File: src/rtl/mips_pkg.sv
// Shared MIPS definitions: opcode/funct encodings, fetch FSM states and the IF/ID payload.
package mips_pkg;

    localparam int unsigned XLEN = 32;
    localparam int unsigned OPW  = 6;

    localparam logic [OPW-1:0] OP_RTYPE = 6'h00;
    localparam logic [OPW-1:0] OP_J     = 6'h02;
    localparam logic [OPW-1:0] OP_BEQ   = 6'h04;
    localparam logic [OPW-1:0] OP_ADDI  = 6'h08;
    localparam logic [OPW-1:0] OP_LW    = 6'h23;
    localparam logic [OPW-1:0] OP_SW    = 6'h2B;

    localparam logic [OPW-1:0] FN_ADD = 6'h20;
    localparam logic [OPW-1:0] FN_SUB = 6'h22;
    localparam logic [OPW-1:0] FN_AND = 6'h24;
    localparam logic [OPW-1:0] FN_OR  = 6'h25;
    localparam logic [OPW-1:0] FN_SLT = 6'h2A;

    localparam logic [XLEN-1:0] NOP_INSTR = 32'h0000_0000;

    typedef enum logic [1:0] {
        FS_IDLE  = 2'd0,
        FS_FETCH = 2'd1,
        FS_DRAIN = 2'd2
    } fetch_state_t;

    typedef struct packed {
        logic [XLEN-1:0] instr;
        logic [XLEN-1:0] pc4;
    } fetch_entry_t;

endpackage

File: src/rtl/fetch_skid_buffer.sv
// One-entry holding register for a fetched {instr, pc+4} that arrived while decode was stalled.
module fetch_skid_buffer
    import mips_pkg::*;
(
    input  logic         i_clk,
    input  logic         i_rst_n,
    input  logic         i_push,
    input  logic         i_pop,
    input  logic         i_clear,
    input  fetch_entry_t i_entry,
    output logic         o_full,
    output fetch_entry_t o_entry
);

    logic         r_full;
    fetch_entry_t r_entry;

    // Clear wins; a push alongside a pop refills the slot.
    always_ff @(posedge i_clk) begin
        if (!i_rst_n) begin
            r_full  <= 1'b0;
            r_entry <= '0;
        end else if (i_clear) begin
            r_full <= 1'b0;
        end else if (i_push) begin
            r_full  <= 1'b1;
            r_entry <= i_entry;
        end else if (i_pop) begin
            r_full <= 1'b0;
        end
    end

    assign o_full  = r_full;
    assign o_entry = r_entry;

endmodule

File: src/rtl/instruction_fetch_unit.sv
// MIPS fetch stage: PC, imem request/ack handshake, IF/ID register, stall skid and branch/jump redirect.
module instruction_fetch_unit
    import mips_pkg::*;
#(
    parameter logic [31:0] RESET_PC = 32'h0000_0000
) (
    input  logic            clk_in,
    input  logic            rst_n_in,
    output logic            imem_req_out,
    output logic [XLEN-1:0] imem_addr_out,
    input  logic            imem_ack_in,
    input  logic [XLEN-1:0] imem_data_in,
    input  logic            stall_in,
    input  logic            branch_taken_in,
    input  logic [XLEN-1:0] branch_target_in,
    input  logic            jump_in,
    output logic            valid_out,
    output logic [XLEN-1:0] instr_out,
    output logic [5:0]      op_out,
    output logic [5:0]      func_out,
    output logic [4:0]      rs_out,
    output logic [4:0]      rt_out,
    output logic [4:0]      rd_out,
    output logic [15:0]     imm_out,
    output logic [XLEN-1:0] pc_plus4_out
);

    fetch_state_t    r_state, w_state_nxt;
    logic [XLEN-1:0] r_pc, w_pc_nxt;
    logic [XLEN-1:0] r_addr, w_addr_nxt;
    logic            r_req, w_req_nxt;
    logic            r_valid, w_valid_nxt;
    logic [XLEN-1:0] r_instr, w_instr_nxt;
    logic [XLEN-1:0] r_pc4, w_pc4_nxt;

    logic            w_ack, w_redirect;
    logic [XLEN-1:0] w_pc_inc, w_target;
    logic            w_push, w_pop, w_clear, w_skid_full, w_full_nxt;
    fetch_entry_t    w_skid_in, w_skid_out;

    assign w_ack      = r_req & imem_ack_in;
    assign w_redirect = r_valid & (branch_taken_in | jump_in);
    assign w_pc_inc   = r_pc + XLEN'(4);
    assign w_target   = branch_taken_in ? (branch_target_in & 32'hFFFF_FFFC)
                                        : {r_pc4[31:28], r_instr[25:0], 2'b00};
    assign w_skid_in  = '{instr: imem_data_in, pc4: w_pc_inc};

    fetch_skid_buffer u_skid (
        .i_clk   (clk_in),
        .i_rst_n (rst_n_in),
        .i_push  (w_push),
        .i_pop   (w_pop),
        .i_clear (w_clear),
        .i_entry (w_skid_in),
        .o_full  (w_skid_full),
        .o_entry (w_skid_out)
    );

    // Next-state, PC and IF/ID update.
    always_comb begin
        w_state_nxt = r_state;
        w_pc_nxt    = r_pc;
        w_valid_nxt = r_valid;
        w_instr_nxt = r_instr;
        w_pc4_nxt   = r_pc4;
        w_push      = 1'b0;
        w_pop       = 1'b0;
        w_clear     = 1'b0;

        unique case (r_state)
            FS_IDLE: w_state_nxt = FS_FETCH;
            FS_FETCH: begin
                if (w_redirect) begin
                    w_pc_nxt    = w_target;
                    w_valid_nxt = 1'b0;
                    w_instr_nxt = NOP_INSTR;
                    w_clear     = 1'b1;
                    if (r_req && !imem_ack_in) begin
                        w_state_nxt = FS_DRAIN;
                    end
                end else if (stall_in) begin
                    if (w_ack) begin
                        w_push   = 1'b1;
                        w_pc_nxt = w_pc_inc;
                    end
                end else begin
                    if (w_skid_full) begin
                        w_valid_nxt = 1'b1;
                        w_instr_nxt = w_skid_out.instr;
                        w_pc4_nxt   = w_skid_out.pc4;
                        w_pop       = 1'b1;
                        w_push      = w_ack;
                    end else if (w_ack) begin
                        w_valid_nxt = 1'b1;
                        w_instr_nxt = imem_data_in;
                        w_pc4_nxt   = w_pc_inc;
                    end else begin
                        w_valid_nxt = 1'b0;
                        w_instr_nxt = NOP_INSTR;
                    end
                    if (w_ack) begin
                        w_pc_nxt = w_pc_inc;
                    end
                end
            end
            FS_DRAIN: begin
                if (w_ack) begin
                    w_state_nxt = FS_FETCH;
                end
            end
            default: w_state_nxt = FS_IDLE;
        endcase

        w_full_nxt = w_clear ? 1'b0 : (w_push ? 1'b1 : (w_pop ? 1'b0 : w_skid_full));
        // A wrong-path request keeps its address until the memory answers it.
        w_req_nxt  = (w_state_nxt == FS_DRAIN) || ((w_state_nxt == FS_FETCH) && !w_full_nxt);
        w_addr_nxt = (w_state_nxt == FS_DRAIN) ? r_addr : w_pc_nxt;
    end

    always_ff @(posedge clk_in) begin
        if (!rst_n_in) begin
            r_state <= FS_IDLE;
            r_pc    <= RESET_PC;
            r_addr  <= RESET_PC;
            r_req   <= 1'b0;
            r_valid <= 1'b0;
            r_instr <= NOP_INSTR;
            r_pc4   <= '0;
        end else begin
            r_state <= w_state_nxt;
            r_pc    <= w_pc_nxt;
            r_addr  <= w_addr_nxt;
            r_req   <= w_req_nxt;
            r_valid <= w_valid_nxt;
            r_instr <= w_instr_nxt;
            r_pc4   <= w_pc4_nxt;
        end
    end

    assign imem_req_out  = r_req;
    assign imem_addr_out = r_addr;
    assign valid_out     = r_valid;
    assign instr_out     = r_instr;
    assign pc_plus4_out  = r_pc4;
    assign op_out        = r_instr[31:26];
    assign rs_out        = r_instr[25:21];
    assign rt_out        = r_instr[20:16];
    assign rd_out        = r_instr[15:11];
    assign func_out      = r_instr[5:0];
    assign imm_out       = r_instr[15:0];

endmodule

File: config.mk
export PLATFORM = sky130hd
export DESIGN_NAME = instruction_fetch_unit
export DESIGN_NICKNAME = d
export VERILOG_FILES = /design/src/rtl/mips_pkg.sv /design/src/rtl/fetch_skid_buffer.sv /design/src/rtl/instruction_fetch_unit.sv
export SDC_FILE = /design/constraint.sdc
export NUM_CORES = 1
export LEC_CHECK = 0
export BUFFER_PORTS_ARGS = -buffer_cell sky130_fd_sc_hd__buf_2
export CAP_MARGIN = 25
export CORE_ASPECT_RATIO = 0.9
export CORE_MARGIN = 2
export CORE_UTILIZATION = 35
export DETAILED_ROUTE_END_ITERATION = 10
export PLACE_DENSITY = 0.62
export SLEW_MARGIN = 20
export SYNTH_ARGS = -nofsm -noshare
export SYNTH_HDL_FRONTEND = slang
export SYNTH_SLANG_ARGS = --single-unit
File: constraint.sdc
create_clock -name clk_in -period 4.9 [get_ports clk_in]
set_clock_uncertainty 0.15 [all_clocks]
set_input_delay 0.49 -clock clk_in [delete_from_list [all_inputs] [get_ports clk_in]]
set_output_delay 0.49 -clock clk_in [all_outputs]
set_load 0.1 [all_outputs]
==> impl_metrics.yaml <==
run_status:
  status: "finished clean"
route:
  wl_microns: 33200
  dr_total_vias: 9334
  routed_via_density: 5.57
  drc: 0
  drt.antenna.violating_nets: 0
  drt_iter0_markers: 730
  wire_per_inst_microns: 19.8
  dr.pass1.iters: 6
placed_design:
  io_buffers: 208
  gp_congestion: 0.944
  hpwlAfterDp_microns: 23500
  placed_cell_area_sq_mm: 0.0106
critical_path:
  cpMaxStageDelayCell: "or4_1"
  worst_setup_path_start_kind: "flip-flop"
  critPathMaxStageDelay_ps: 850
  cpMostUsedCell: "or4_1"
  crit_chain: "ha_1 -> inv_1 -> or4_1 -> or4_1 -> a31oi_1 -> a21o_1"
  worstPathArrival_ps: 3500
  worst_ep_required_time_ps: 5130
  path_max_fanout: 15
  worst-setup-path-type: "reg -> reg"
  crit_path_end_kind: "flip-flop"
global_route:
  grt_pass1_vias: 8482
  grt.total_usage_pct: 22.8
  overflow: 0
  grt_pass1_wl_microns: 50700
  grt_max_degree: 54
  antenna_found_initial: 0
synth:
  ys_warn_count: 0
  synth_cell_types: 68
  async_reset_ff_share_pct: 0
  yosysSeqAreaShare_pct: 41.0
  synth_nets: 1278
  synthTopCellsByCount: "dfxtp_1, nor2_1, nand2_1"
  synthTopCellsByArea: "dfxtp_1, mux2i_1, nor2_1"
  synth_top_area_share_pct: 41.0
  synth_most_common_cell: "dfxtp_1"
  synth.largest_area_cell: "dfxtp_1"
  syn_avg_cell_area_sq_um: 7.97
  synth_edf_count: 0
  synthesis.area_sq_mm: 0.00962
  syn_inst: 1207
  ys.flop_type: "dfxtp_1"
  synth_seq_cells: 197
timing:
  setup_tns_ps: 0
  max_slew_margin_pct: 34.2
  fmax_mhz: 306
  tightest_slew_ps: 978
  slew_viol_final: 0
  hold_viol: 0
  final.min_clock_period_ps: 3270
  hold_ws_ps: 128
  period_share_pct: 66.7
  setup_violations: 0
  rsz0062_at_grt: "false"
floorplanning:
  core_region_area_sq_mm: 0.0270
  dieWidth_microns: 179
  fp.dieH_microns: 161
  start_util_pct: 35.6
  rows: 57
  die_area_sq_mm: 0.0288
  pin_count: 211
layout:
  layout.nets: 1379
  syn2layout_area_growth_pct: 16.6
  post-route-util_pct: 41.5
  stdcell_area_sq_mm: 0.0112
  drive_above_1_share_pct: 21.6
  fillCellCount: 2784
flow_run:
  drv_cap: 0
cts:
  cts_tree: "yes"
  path_clk_slew_ps: 90
  clock_sinks: 197
  clock_path_buffers: 2
  clk_latency_ps: 450
  htreeDepth: 4
  cts_root_buf: "clkbuf_16"
  post_cts_resized: 0
  postCtsHoldBufs: 0
  post_cts_buffers: 0
  cts_made_buffers: 17
pwr:
  leakage_uw: 0.00447
  max-vdd-ir-drop_mv: 0.228
  cellPowerDensity_mw_per_mm2: 325
worst_hold_path:
  hold_path.class: "in -> reg"
-- through the flow --
step,worst slack (ps),instances,total power (uW)
3_5_place_dp,1700,1643,2210
3_3_place_gp,1730,1643,2210
6_report,1630,1676,3650
5_1_grt,1480,1675,3770
2_1_floorplan,2120,1207,2090
4_1_cts,1680,1675,3670
-- where the power goes --
part	total (uW)	switching, uW	internal [uW]
Combinational	505	385	119
Clock	1470	763	704
Sequential	1680	37.9	1640
Total	3650	1190	2460
-- state kept, by name, indices dropped and copies added (netlist names) --
register,flops
r_pc,32
instr_out,32
valid_out,1
pc_plus4_out,32
u_skid.o_entry,64
imem_req_out,1
r_state,2
u_skid.o_full,1
imem_addr_out,32
-- cell usage in the layout, fill, tap and decap left out, types with 20 or more instances in the layout --
master,instances
buf_2,208
dfxtp_1,196
nor2_1,147
nand2_1,127
a21oi_1,99
mux2i_1,63
nor3_1,63
o21ai_0,52
nand3_1,46
buf_4,23
a31oi_1,21
o31ai_1,20
-- worst paths after layout --
path / end / cells past startpoint / start / slack [ps]
max: imem_addr_out[18] / 6 / r_pc[2] / 1630
min: u_skid.o_entry[42] / 3 / imem_data_in[10] / 130
max reg2reg: imem_addr_out[18] / 6 / r_pc[2] / 1630
min reg2reg: imem_addr_out[16] / 2 / imem_addr_out[16] / 310
-- layout make-up --
cell class	instances	area, sq um	area share, %
Tap cell	354	443	3.95
Multi-Input combinational cell	855	4960	44.3
Sequential cell	197	3950	35.2
Clock inverter	15	195	1.74
Clock buffer	17	425	3.79
Timing Repair Buffer	231	1210	10.8
Antenna cell	1	2.50	0.0223
Inverter	6	25.0	0.223
-- layer usage --
metal	wire (microns)	track usage, %	up-vias
met4	531	5.76	0
met1	14600	31.4	4434
met3	2750	5.44	32
li1	-	-	4478
met2	15300	35.8	390
met5	0	0	-
-- critical path: cells and delay by family (launching register included) --
kind	cells	cell delay, ps
buffers and inverters	1	160
adders and majority gates	1	400
and+or+nand+nor	2	1430
DFF	1	500
AOI/OAI and AO/OA	2	570
-- cells by family (layout without fill, tap and decap cells) --
family / Yosys count / after routing / synth area share [%]
compound gates: 291 / 291 / 19.3
xor+xnor: 14 / 14 / 1.27
fa+ha+maj: 1 / 1 / 0.130
buf+inv: 155 / 269 / 7.84
flops: 197 / 197 / 41.0
mux: 68 / 68 / 7.14
other cells: 0 / 1 / 0
simple gates: 481 / 481 / 23.4
Power figures use the tool's default switching activity.
